<file path="config.mk">
export PLATFORM = sky130hd
export DESIGN_NAME = interrupt_arbiter_flat
export DESIGN_NICKNAME = d
export VERILOG_FILES = /design/src/rtl/interrupt_arbiter_if.sv /design/src/rtl/interrupt_arbiter.sv /design/src/flat_wrapper.sv
export SDC_FILE = /design/constraint.sdc
export NUM_CORES = 1
export LEC_CHECK = 0
export BUFFER_PORTS_ARGS = -buffer_cell sky130_fd_sc_hd__buf_2
export CORE_MARGIN = 5
export CORE_UTILIZATION = 35
export CTS_BUF_LIST = sky130_fd_sc_hd__clkbuf_8
export DETAILED_ROUTE_END_ITERATION = 8
export SYNTH_ARGS = -nofsm -noshare
export SYNTH_HDL_FRONTEND = slang
export SYNTH_SLANG_ARGS = --single-unit
</file>
<file path="constraint.sdc">
create_clock -name clk -period 2.5 [get_ports clk]
set_input_delay 0 -clock clk [delete_from_list [all_inputs] [get_ports clk]]
set_output_delay 0 -clock clk [all_outputs]
set_load 0.05 [all_outputs]
</file>
<file path="src/rtl/interrupt_arbiter_if.sv">
// Connection bundle between the fetch-stage PC logic, interrupt sources and the
// interrupt arbiter. The master side drives requests and PC, the slave side answers.
interface interrupt_arbiter_if #(
  parameter int NUM_SRC = 8
);
  localparam int ID_W = (NUM_SRC > 1) ? $clog2(NUM_SRC) : 1;

  logic [NUM_SRC-1:0] irq_in;
  logic               mask_we;
  logic [NUM_SRC-1:0] mask_wdata;
  logic [31:0]        pc_next;
  logic               return_from_isr;
  logic               pipeline_stall;
  logic [31:0]        pc_next_final;
  logic [31:0]        epc;
  logic               isr_active;
  logic [NUM_SRC-1:0] irq_ack;
  logic [ID_W-1:0]    active_id;

  modport master (
    output irq_in, mask_we, mask_wdata, pc_next, return_from_isr, pipeline_stall,
    input  pc_next_final, epc, isr_active, irq_ack, active_id
  );

  modport slave (
    input  irq_in, mask_we, mask_wdata, pc_next, return_from_isr, pipeline_stall,
    output pc_next_final, epc, isr_active, irq_ack, active_id
  );
endinterface

</file>
<file path="src/rtl/interrupt_arbiter.sv">
// Edge-triggered, maskable, fixed-priority interrupt controller that redirects the
// fetch PC to a per-source vector and restores the interrupted PC on ISR return.
module interrupt_arbiter #(
  parameter int          NUM_SRC       = 8,
  parameter logic [31:0] VECTOR_BASE   = 32'd500,
  parameter logic [31:0] VECTOR_STRIDE = 32'd16
) (
  input logic               clk,
  input logic               reset,
  interrupt_arbiter_if.slave bus
);
  localparam int ID_W = (NUM_SRC > 1) ? $clog2(NUM_SRC) : 1;

  typedef enum logic [1:0] {
    ST_IDLE     = 2'd0,
    ST_DISPATCH = 2'd1,
    ST_IN_ISR   = 2'd2,
    ST_RETURN   = 2'd3
  } state_t;

  state_t             state_r;
  state_t             state_next_s;
  logic               isr_active_r;
  logic [NUM_SRC-1:0] irq_in_d_r;
  logic [NUM_SRC-1:0] pending_r;
  logic [NUM_SRC-1:0] mask_r;
  logic [31:0]        epc_r;
  logic [ID_W-1:0]    active_id_r;

  logic [NUM_SRC-1:0] rise_s;
  logic [NUM_SRC-1:0] eligible_s;
  logic [NUM_SRC-1:0] active_onehot_s;
  logic [NUM_SRC-1:0] clr_s;
  logic [ID_W-1:0]    winner_s;
  logic               winner_vld_s;
  logic               dispatch_start_s;
  logic [31:0]        vector_s;
  logic [31:0]        pc_next_final_s;
  logic [NUM_SRC-1:0] irq_ack_s;

  assign rise_s           = bus.irq_in & ~irq_in_d_r;
  assign eligible_s       = pending_r & mask_r;
  assign winner_vld_s     = |eligible_s;
  assign active_onehot_s  = {{(NUM_SRC-1){1'b0}}, 1'b1} << active_id_r;
  assign clr_s            = (state_r == ST_DISPATCH) ? active_onehot_s : {NUM_SRC{1'b0}};
  assign dispatch_start_s = (state_r == ST_IDLE) && (state_next_s == ST_DISPATCH);
  assign vector_s         = VECTOR_BASE + (32'(active_id_r) * VECTOR_STRIDE);

  // Lowest eligible index wins: scan downward so the last hit is the smallest.
  always_comb begin
    winner_s = {ID_W{1'b0}};
    for (int i = NUM_SRC - 1; i >= 0; i--) begin
      winner_s = eligible_s[i] ? ID_W'(i) : winner_s;
    end
  end

  // State register; isr_active is the registered decode of the next state.
  always_ff @(negedge clk) begin
    if (reset) begin
      state_r      <= ST_IDLE;
      isr_active_r <= 1'b0;
    end else begin
      state_r      <= state_next_s;
      isr_active_r <= (state_next_s != ST_IDLE);
    end
  end

  // Next-state logic.
  always_comb begin
    state_next_s = state_r;
    case (state_r)
      ST_IDLE: begin
        if (winner_vld_s && !bus.pipeline_stall) begin
          state_next_s = ST_DISPATCH;
        end else begin
          state_next_s = ST_IDLE;
        end
      end
      ST_DISPATCH: state_next_s = ST_IN_ISR;
      ST_IN_ISR: begin
        if (bus.return_from_isr) begin
          state_next_s = ST_RETURN;
        end else begin
          state_next_s = ST_IN_ISR;
        end
      end
      ST_RETURN: state_next_s = ST_IDLE;
      default:   state_next_s = ST_IDLE;
    endcase
  end

  // Request capture, mask and saved context; a new rise beats the dispatch clear.
  always_ff @(negedge clk) begin
    if (reset) begin
      irq_in_d_r  <= {NUM_SRC{1'b0}};
      pending_r   <= {NUM_SRC{1'b0}};
      mask_r      <= {NUM_SRC{1'b1}};
      epc_r       <= 32'd0;
      active_id_r <= {ID_W{1'b0}};
    end else begin
      irq_in_d_r <= bus.irq_in;
      pending_r  <= (pending_r & ~clr_s) | rise_s;
      if (bus.mask_we) begin
        mask_r <= bus.mask_wdata;
      end
      if (dispatch_start_s) begin
        active_id_r <= winner_s;
        epc_r       <= bus.pc_next;
      end
    end
  end

  // PC redirect and acknowledge decode; held neutral while reset is asserted.
  always_comb begin
    pc_next_final_s = bus.pc_next;
    irq_ack_s       = {NUM_SRC{1'b0}};
    if (reset) begin
      pc_next_final_s = bus.pc_next;
      irq_ack_s       = {NUM_SRC{1'b0}};
    end else begin
      case (state_r)
        ST_DISPATCH: begin
          pc_next_final_s = vector_s;
          irq_ack_s       = active_onehot_s;
        end
        ST_RETURN: begin
          pc_next_final_s = epc_r;
          irq_ack_s       = {NUM_SRC{1'b0}};
        end
        default: begin
          pc_next_final_s = bus.pc_next;
          irq_ack_s       = {NUM_SRC{1'b0}};
        end
      endcase
    end
  end

  assign bus.pc_next_final = pc_next_final_s;
  assign bus.irq_ack       = irq_ack_s;
  assign bus.epc           = epc_r;
  assign bus.isr_active    = isr_active_r;
  assign bus.active_id     = active_id_r;
endmodule
</file>
<file path="src/flat_wrapper.sv">
// flat-port wrapper written by rule: the top's interface ports become plain ports
module interrupt_arbiter_flat 
#(
  parameter int          NUM_SRC       = 8,
  parameter logic [31:0] VECTOR_BASE   = 32'd500,
  parameter logic [31:0] VECTOR_STRIDE = 32'd16
)
  (clk, reset, bus_irq_in, bus_mask_we, bus_mask_wdata, bus_pc_next, bus_return_from_isr, bus_pipeline_stall, bus_pc_next_final, bus_epc, bus_isr_active, bus_irq_ack, bus_active_id);
  interrupt_arbiter_if #(.NUM_SRC(NUM_SRC)) bus_i ();
  input logic clk;
  input logic reset;
  input wire logic [$bits(bus_i.irq_in)-1:0] bus_irq_in;
  input wire logic [$bits(bus_i.mask_we)-1:0] bus_mask_we;
  input wire logic [$bits(bus_i.mask_wdata)-1:0] bus_mask_wdata;
  input wire logic [$bits(bus_i.pc_next)-1:0] bus_pc_next;
  input wire logic [$bits(bus_i.return_from_isr)-1:0] bus_return_from_isr;
  input wire logic [$bits(bus_i.pipeline_stall)-1:0] bus_pipeline_stall;
  output wire logic [$bits(bus_i.pc_next_final)-1:0] bus_pc_next_final;
  output wire logic [$bits(bus_i.epc)-1:0] bus_epc;
  output wire logic [$bits(bus_i.isr_active)-1:0] bus_isr_active;
  output wire logic [$bits(bus_i.irq_ack)-1:0] bus_irq_ack;
  output wire logic [$bits(bus_i.active_id)-1:0] bus_active_id;
  assign bus_i.irq_in = bus_irq_in;
  assign bus_i.mask_we = bus_mask_we;
  assign bus_i.mask_wdata = bus_mask_wdata;
  assign bus_i.pc_next = bus_pc_next;
  assign bus_i.return_from_isr = bus_return_from_isr;
  assign bus_i.pipeline_stall = bus_pipeline_stall;
  assign bus_pc_next_final = bus_i.pc_next_final;
  assign bus_epc = bus_i.epc;
  assign bus_isr_active = bus_i.isr_active;
  assign bus_irq_ack = bus_i.irq_ack;
  assign bus_active_id = bus_i.active_id;
  interrupt_arbiter #(.NUM_SRC(NUM_SRC), .VECTOR_BASE(VECTOR_BASE), .VECTOR_STRIDE(VECTOR_STRIDE)) u_core (.clk(clk), .reset(reset), .bus(bus_i));
endmodule
</file>
== Word level (Yosys, flattened, before mapping) ==
Index checks and enable logic that the tools add are counted.

* Input port bits: 53
* Register bits: 62
* Output and inout bits: 76

* Shift-type cells: 1
* Multiplexer cells: 15
* Bitwise gates (word level): 6
* Add/subtract/negate cells: 1
* Reductions and logical operators: 6
* Equal/unequal tests: 4

{| class="wikitable"
|+ Operators with widths
! cell !! number
|-
| case mux 32 bit (2 select lines) || 1
|-
| 2-to-1 mux 32 bit || 1
|-
| AND 8 bit || 3
|-
| 2-to-1 mux 3 bit || 8
|-
| 2-to-1 mux 8 bit || 2
|-
| NOT 8 bit || 2
|-
| adder 9 x 7 -> 10 bit, first input constant || 1
|-
| bitwise OR 8 bit || 1
|-
| case mux 2 bit (4 select lines) || 1
|-
| OR reduction 8 bit || 1
|-
| << shifter 1 x 3 -> 8 bit, first input constant || 1
|-
| == test 2 x 1 -> 1 bit, second input constant || 2
|-
| == test 2 bit, second input constant || 2
|-
| logical AND 1 bit || 2
|-
| zero test 2 bit || 1
|-
| 2-to-1 mux 1 bit || 2
|-
| nonzero test 2 bit || 1
|-
| zero test 1 bit || 1
|}

== Logic depth before layout (Yosys ltp) ==
Gate-level depths: netlist (run 1).

* Depth after elaboration: 9
* Mapped depth: 8
* Depth with buffers taken out: 6

==> results of run 1 <==
==> Yosys cell counts (all sizes together) (2+ instances only) <==
library cell	number
nor2b	27
ha	10
a21oi	45
dfxtp	62
a31oi	2
nor3	3
nand3	6
a32o	2
a22oi	7
nand2	78
a22o	26
inv	9
and2	8
nor2	10
buf	12
clkbuf	13
o21ai	9
a2bb2oi	3
a211o	9
==> final cells by class <==
class                      instances  share of cell area (%)
inverter                           8                   0.809
clock inverter                    69                    6.09
clock buffer                       9                    2.35
tap                              105                    2.50
sequential                        62                    23.9
multi-input combinational        254                    38.0
timing repair buffer             161                    26.3
==> what timing repair did <==
| action | 4_1_cts | 5_1_grt |
|---|---|---|
| pin swaps | 2 | 4 |
| hold buffers | 0 | 0 |
| buffers inserted | 3 | 1 |
| endpoints found under the hold margin | 0 | 0 |
| gates resized for setup | 111 | 18 |
| endpoints found under the setup margin | 40 | 40 |
| cloned | 2 | 1 |
==> power by group through the flow <==
stage | Clock [mW] | Sequential [mW] | Combinational (mW)
final | 1.35 | 1.18 | 1.33
after global routing | 1.50 | 1.19 | 1.41
after CTS | 1.39 | 1.18 | 1.31
after detailed placement | 0.153 | 1.18 | 1.17
after global placement | 0.153 | 1.18 | 1.16
after floorplan | 0.153 | 1.39 | 0.664
==> logic make-up after synthesis <==
logic type	share of synthesized area, %
adders and majority gates	4.33
AOI/OAI and AO/OA	25.4
and+or+nand+nor	21.8
buffers and inverters	5.42
DFF	43.0
==> state kept, by name (all words and copies together), names as in the netlist <==
| name | flops |
|---|---|
| u_core.state_r | 2 |
| u_core.bus.isr_active | 1 |
| u_core.pending_r | 8 |
| u_core.irq_in_d_r | 8 |
| u_core.mask_r | 8 |
| u_core.bus.epc | 32 |
| u_core.bus.active_id | 3 |
==> per-layer routing <==
| metal | share of wire (%) | global-route usage [%] | vias up |
|---|---|---|---|
| li1 | - | - | 1647 |
| met4 | 2.5 | 11.1 | 0 |
| met5 | 0 | 0 | - |
| met1 | 42 | 22.7 | 1521 |
| met2 | 48 | 28.5 | 140 |
| met3 | 7.4 | 7.54 | 27 |
==> worst paths after layout <==
check,endpoint,slack (ns),cells after the start
worst min register to register,u_core.bus.epc[2]$_SDFFE_NP0P_,0.47,2
worst min-delay path,bus_pc_next_final[28],0.35,3
worst max register to register,u_core.bus.epc[11]$_SDFFE_NP0P_,0.47,8
worst max-delay path,bus_pc_next_final[15],-0.46,6
==> critical path, stage by stage, from the launching register on <==
cell     delay (ns)
dfxtp_4        0.36
ha_4           0.17
nor2b_4        0.14
buf_6          0.13
buf_16         0.14
a22o_4         0.25
buf_8          0.15
==> metrics by stage <==
stage | power (mW) | TNS, ns | cells | hold slack (ns)
detailed placement | 2.50 | -6.88 | 584 | 0.422
floorplan | 2.20 | -2.92 | 350 | 0.155
global route | 4.11 | -18.70 | 668 | 0.357
global placement | 2.49 | -4.92 | 584 | 0.419
finish | 3.86 | -16.22 | 668 | 0.347
CTS | 3.88 | -17.17 | 666 | 0.348
==> impl_metrics.toml, run 1 <==
[clock_network]
cts.clk_slew.worst_paths_ns = 0.03
cts.sinks = 62
clk_latency_ns = 0.40
clk_path_buf_depth = 2
cts_tree = "built"
cts-root-buf = "clkbuf_8"
cts_buffers = 9
htree_levels = 3

[floorplanning]
initial_utilization_pct = 35.5
die_w_um = 101
coreArea_um2 = 8130
ioPinCount = 129
die_h_um = 101
rows = 33
die_area_um2 = 10200

[routing]
drt-total-wl_um = 9820
drc_errors = 0
via_per_inst = 4.99
wl_per_cell_um = 14.7
dr.pass1.iters = 6
num_vias = 3335
drt_iter0_markers = 141
ant_nets = 0

[sta]
finClkSkew_ns = 0.0289
slew_violations = 0
final.setup.worst_slack_ns = -0.464
rsz0062_at_grt = "yes"
worstMarginPinSlew_ns = 0.509
hold_viol_final = 0
setup_viol = 40
slew_headroom_pct = 66.1

[setup_path]
path_max_fanout = 8
required_ns = 2.50
worst_setup_path_end_kind = "output pin"
worst_r2r_startpoint = "u_core.state_r[1]$_SDFF_NP0_"
path_class = "reg -> out"
startpoint_type = "register"
cp.arrival_ns = 2.96
worstSetupStartpoint = "u_core.state_r[0]$_SDFF_NP0_"

[synthesis]
ys_ff_latch = 62
synth_edf_count = 0
yosysSeqAreaShare_pct = 43.0
yosysUniqueCellTypes = 31
synth_top_area_share_pct = 43.0
yosys-top-cells-area = "dfxtp_1, nand2_1, a22o_1, a21oi_1, nor2b_1"
ys.flop_type = "dfxtp_1"
synth_top_cell_by_area = "dfxtp_1"
synth_nets = 413
yosys_warnings = 0
synth_area_um2 = 2890
synth-async-reset-ratio_pct = 0
synth_area_per_cell_um2 = 8.25
synthCells = 350

[placed_design]
io_buffers = 128
dp_hpwl_um = 6360
gp_congestion = 0.794
dp_slack_ns = -0.207
placed_area_um2 = 4250

[run_status]
status = "finished with violations"
violations = "negative setup slack"

[layout]
final_common_cell = "buf_2"
final_util_pct = 64.7
area_delta_synth_final_pct = 82.2
fillers = 661
multi_input_area_um2 = 2000
seqCellArea_um2 = 1260
postLayoutCellArea_um2 = 5260
layout.nets = 621
num_antenna_cells = 0
drive_gt1_share_pct = 44.4
layout_common_cells = "buf_2, nand2_1, inv_1"

[worst_hold_path]
min_path_type = "in -> out"
min_from = "bus_pc_next[28]"

[grt]
antenna_found_initial = 0
grt.total_usage_pct = 18.9
grt_pass1_vias = 3358
overflow = 0
grt_pass1_wl_um = 15300
grt_max_degree = 33

[power_and_ir_drop]
cellPowerDensity_nw_per_um2 = 734
p_sw_mw = 1.57
intPower_mw = 2.30
pwr-share-clk_pct = 34.9
seq_power_share_pct = 30.6
combPwrFrac_pct = 34.5
vdd_ir_drop_max_v = 0.000394
p_leak_nw = 2.59
p_sw_share_pct = 40.5

[run]
maxCapViolations = 0
(Power assumes the default switching activity.)
==> inputs of run 2 (changes only) <==
- CELL_PAD_IN_SITES_DETAIL_PLACEMENT: not set -> 0
- CELL_PAD_IN_SITES_GLOBAL_PLACEMENT: not set -> 2
- CORE_UTILIZATION: 35 -> 26
- PLACE_DENSITY_LB_ADDON: not set -> 0.1
==> run 2 against run 1 <==
The flow still finishes with violations (negative setup slack). Non-clock buffer count is 1 lower. Die area up 31%. Sequential power about the same. Total power down 4.5%. Combinational power about the same. Flip-flop and latch count unchanged. Largest power group is now combinational logic. Clock skew fell by 0.0032 ns. First-iteration DRC count rose by 38%.
==> impl_metrics.toml, run 2 (same netlist as run 1, synthesis figures left out) <==
[floorplanning]
die_w_um = 115
die_h_um = 115
die_area_um2 = 13300
ioPinCount = 129
coreArea_um2 = 10800
initial_utilization_pct = 26.6
rows = 38

[power_and_ir_drop]
p_leak_nw = 2.53
fin_total_pwr_mw = 3.69
vdd_ir_drop_max_v = 0.000272
pwr-share-clk_pct = 32.6
p_sw_share_pct = 41.6
p_sw_mw = 1.53
seq_power_share_pct = 32.1
combPwrFrac_pct = 35.3
intPower_mw = 2.15
cellPowerDensity_nw_per_um2 = 715

[routing]
drc_errors = 0
via_per_inst = 4.71
wl_per_cell_um = 15.1
ant_nets = 0
drt_iter0_markers = 194
drt-total-wl_um = 10600
num_vias = 3300
dr.pass1.iters = 6

[setup_path]
startpoint_type = "register"
cp_num_buf_inv = 4
required_ns = 2.50
cpLargestDelayFamily = "buffers and inverters"
worst_setup_path_end_kind = "output pin"
cp_slowest_stage_delay_ns = 0.37
path_class = "reg -> out"
cp.arrival_ns = 2.98
worstPathCellList = "inv_4 -> ha_4 -> o21bai_4 -> buf_12 -> buf_16 -> nand2_4 -> o21ai_4 -> buf_6"
crit_slowest_cell = "dfxtp_4"
path_max_fanout = 5

[sta]
finClkSkew_ns = 0.0256
final.setup.worst_slack_ns = -0.483
slew_headroom_pct = 69.1
rsz0062_at_grt = "yes"
worstMarginPinSlew_ns = 0.464
setup_viol = 40
hold_viol_final = 0
finalSetupTns_ns = -16.33
hold-worst-slack_ns = 0.344
slew_violations = 0

[layout]
final_common_cell = "buf_2"
largest_register_ffs = 32
layout_common_cells = "buf_2, nand2_1, inv_1"
postLayoutCellArea_um2 = 5150
num_antenna_cells = 0
area_delta_synth_final_pct = 78.5
instances_no_fill = 700
layout.nets = 620
drive_gt1_share_pct = 43.8
fillers = 1105

[clock_network]
cts-root-buf = "clkbuf_8"
cts_buffers = 9
cts.sinks = 62
htree_levels = 3
cts.clk_slew.worst_paths_ns = 0.04
cts_tree = "built"
clk_latency_ns = 0.39
clk_path_buf_depth = 2

[placed_design]
io_buffers = 128
dp_cells = 619
gp_congestion = 0.738
placed_area_um2 = 4270
dp_hpwl_um = 7310

[grt]
overflow = 0
antenna_found_initial = 0
grt_pass1_vias = 3526
grt_pass1_wl_um = 16800
grt_max_degree = 32
grt.total_usage_pct = 16.1

[run_status]
status = "finished with violations"
violations = "negative setup slack"

[worst_hold_path]
min_path_type = "in -> out"

[run]
maxCapViolations = 0
run 2: cell types whose count changed in the layout (fill, tap and decap cells not counted), moves of 2 or more:
cell	before	now
a22oi_1	4	6
a22oi_2	3	1
a2bb2oi_2	1	3
a2bb2oi_4	2	0
buf_4	18	31
buf_6	22	12
buf_8	24	21
run 2: repair_timing:
item,CTS,global route
pin swaps,5,2
setup buffers,4,0
hold buffers,0,0
gates resized for setup,110,2
endpoints found under the setup margin,40,40
gates cloned,3,0
run 2: worst paths after layout:
path	start	to	slack [ns]	cells past startpoint
worst min-delay path	bus_pc_next[12]	bus_pc_next_final[12]	0.34	3
worst max-delay path	u_core.state_r[1]$_SDFF_NP0_	bus_pc_next_final[4]	-0.48	8
worst min register to register	u_core.bus.epc[4]$_SDFFE_NP0P_	u_core.bus.epc[4]$_SDFFE_NP0P_	0.48	2
worst max register to register	u_core.state_r[1]$_SDFF_NP0_	u_core.bus.epc[1]$_SDFFE_NP0P_	0.31	9
run 2: area by class of cell:
type / instances / area, um2 / area share [%]
Tap cell: 140 / 175 / 3.40
Clock inverter: 67 / 282 / 5.46
Sequential cell: 62 / 1260 / 24.4
Inverter: 8 / 45.0 / 0.874
Timing Repair Buffer: 160 / 1300 / 25.2
Clock buffer: 9 / 124 / 2.40
Multi-Input combinational cell: 254 / 1970 / 38.2
run 2: worst register-to-register path: cells and delay by family, from the launching register on:
family          cells  cell delay (ns)
compound gates      2             0.42
buf+inv             4             0.51
flops               1             0.37
simple gates        2             0.55
fa+ha+maj           1             0.27
run 2: stage by stage:
step                utilization, %  worst slack (ns)
global placement              39.4            -0.146
detailed placement            39.4            -0.171
global route                  47.5            -0.561
finish                        47.5            -0.483
floorplan                        -            -0.152
CTS                           47.7            -0.509
run 2: power by group through the flow:
stage | clock, mW | combinational (mW) | sequential [mW]
final | 1.20 | 1.30 | 1.18
after CTS | 1.27 | 1.31 | 1.18
after detailed placement | 0.153 | 1.17 | 1.19
after global routing | 1.39 | 1.39 | 1.20
after global placement | 0.153 | 1.17 | 1.19
after floorplan | 0.153 | 0.664 | 1.39
run 2: per-layer routing:
metal  wire length (um)  track usage (%)
met1               4850             21.0
met4                117             7.59
met3                734             6.21
met5                  0                0
met2               4880             23.2
==> inputs of run 3 (changes only) <==
- ABC_AREA: not set -> 1
- CORE_UTILIZATION: 26 -> 25
==> run 3 against run 2 <==
The flow still finishes with violations (negative setup slack). Sequential share of layout area is 0.67 points higher. Critical path depth is 1 higher. Non-clock buffer count is 5 lower. Total power is 6.3% higher. Flip-flop and latch count stayed put. Largest cell class unchanged.
==> impl_metrics.toml, run 3 <==
[floorplanning]
rows = 39
coreArea_um2 = 11400
ioPinCount = 129
die_w_um = 118
die_area_um2 = 13800
initial_utilization_pct = 25.5
die_h_um = 118

[synthesis]
synth_nets = 456
yosysSeqAreaShare_pct = 42.9
synthTopCellsByCount = "nand2_1, dfxtp_1, inv_1, o21ai_0, nor2_1"
synth_top_family_by_area = "compound AO/OA/AOI/OAI gates"
ys.flop_type = "dfxtp_1"
synthCells = 393
yosys_warnings = 0
yosys.area_share.simple_pct = 19.0
synth_top_cell_by_area = "dfxtp_1"
synth_area_per_cell_um2 = 7.37
synth_edf_count = 0
synth-compound-area-share_pct = 22.6
synth_area_um2 = 2900
synthMuxAreaShare_pct = 0
synthAdderAreaFrac_pct = 4.32
synth-async-reset-ratio_pct = 0
yosysUniqueCellTypes = 21
yosys-top-cells-area = "dfxtp_1, nand2_1, o21ai_0, inv_1, a21oi_2"
ys_ff_latch = 62
synth-xor-area-share_pct = 0
synth.most_common_cell = "nand2_1"
synth_top_area_share_pct = 42.9

[sta]
hold-worst-slack_ns = 0.348
final.setup.worst_slack_ns = -0.386
worstMarginPinSlew_ns = 0.430
rsz0062_at_grt = "yes"
setup_viol = 40
slew_violations = 0
slew_headroom_pct = 71.3
finClkSkew_ns = 0.0207
hold_viol_final = 0
finalSetupTns_ns = -13.18

[clock_network]
cts.clk_slew.worst_paths_ns = 0.04
cts.sinks = 62
cts_tree = "built"
cts-root-buf = "clkbuf_8"
htree_levels = 3
clk_latency_ns = 0.39
clk_path_buf_depth = 2
cts_buffers = 9

[grt]
grt_pass1_vias = 3621
overflow = 0
grt.total_usage_pct = 14.5
grt_pass1_wl_um = 16600
grt_max_degree = 51
antenna_found_initial = 0

[worst_hold_path]
min_path_type = "in -> out"

[placed_design]
dp_slack_ns = -0.189
gp_congestion = 0.769
dp_cells = 667
io_buffers = 128
placed_area_um2 = 4140
dp_hpwl_um = 7110

[layout]
instances_no_fill = 746
num_antenna_cells = 0
layout.nets = 661
layout_common_cells = "inv_1, buf_2, nand2_1"
final_common_cell = "inv_1"
area_delta_synth_final_pct = 73.0
drive_gt1_share_pct = 45.1
postLayoutCellArea_um2 = 5010
largest_register_ffs = 32

[setup_path]
cp.arrival_ns = 2.89
path_class = "reg -> out"
rr_endpoint = "u_core.bus.epc[28]$_SDFFE_NP0P_"
startpoint_type = "register"
critPathCapture = "bus_pc_next_final[9]"
worst_setup_path_end_kind = "output pin"
r2r_cells = 8
worstSetupStartpoint = "u_core.state_r[1]$_SDFF_NP0_"
required_ns = 2.50
r2r_slack_ns = 0.79
path_max_fanout = 5
worst_r2r_startpoint = "u_core.state_r[1]$_SDFF_NP0_"

[routing]
wl_per_cell_um = 13.4
dr.pass1.iters = 4
drt-total-wl_um = 10000
drt_iter0_markers = 107
drc_errors = 0
ant_nets = 0
num_vias = 3272
via_per_inst = 4.39

[power_and_ir_drop]
cellPowerDensity_nw_per_um2 = 782
vdd_ir_drop_max_v = 0.000356
p_leak_nw = 2.53

[run_status]
status = "finished with violations"
violations = "negative setup slack"

[run]
maxCapViolations = 0
run 3: kinds of logic after synthesis:
group,count (synthesis)
adder cells (fa/ha/maj),10
flip-flops,62
AO/OA/AOI/OAI,111
buffers and inverters,75
AND/OR/NAND/NOR,135
run 3: power breakdown:
| group | switching [mW] | leakage, nW | internal, mW | total [mW] |
|---|---|---|---|---|
| sequential | 0.0677 | 0.518 | 1.13 | 1.19 |
| clock | 0.680 | 0.436 | 0.593 | 1.27 |
| combinational | 1.02 | 1.57 | 0.434 | 1.45 |
run 3: through the flow:
stage / util [%] / total power, mW
2_1_floorplan: - / 2.36
3_3_place_gp: 36.4 / 2.69
3_5_place_dp: 36.4 / 2.69
4_1_cts: 43.5 / 4.00
5_1_grt: 44.1 / 4.26
6_report: 44.1 / 3.92
run 3: routing by layer:
metal	wire (um)	track usage (%)	vias to the layer above
met5	0	0	-
met4	153	7.03	0
met3	767	8.22	12
met2	4950	23.2	94
met1	4160	15.3	1491
li1	-	-	1675
run 3: repair_timing:
action	4_1_cts	5_1_grt
gates cloned	1	1
setup buffers	0	1
resized for setup	111	13
hold buffers	0	0
endpoints found under the hold margin	0	0
setup endpoints to repair	40	40
pin swaps	2	1
run 3: worst min-delay path by stage:
stage | slack (ns) | startpoint | cells past startpoint | to
6_report | 0.35 | bus_pc_next[17] | 4 | bus_pc_next_final[17]
5_1_grt | 0.37 | bus_pc_next[27] | 4 | bus_pc_next_final[27]
4_1_cts | 0.35 | bus_pc_next[17] | 4 | bus_pc_next_final[17]
3_5_place_dp | 0.36 | bus_pc_next[28] | 4 | bus_pc_next_final[28]
3_3_place_gp | 0.35 | bus_pc_next[28] | 4 | bus_pc_next_final[28]
2_1_floorplan | 0.21 | bus_pc_next[0] | 2 | bus_pc_next_final[0]
run 3: layout make-up:
class / count / area [um2]
tap: 143 / 179
sequential: 62 / 1260
multi-input combinational: 256 / 1780
fill: 1205 / 6360
inverter: 52 / 205
clock buffer: 9 / 124
timing repair buffer: 155 / 1160
clock inverter: 69 / 303
run 3: worst max-delay path, stage by stage (launching register included):
cell and delay, ns:
dfxtp_4 0.37, inv_4 0.04, ha_4 0.15, nand2_4 0.06
nand2_4 0.06, inv_8 0.08, buf_8 0.13, nand2_2 0.05
o211ai_1 0.08, buf_4 0.23
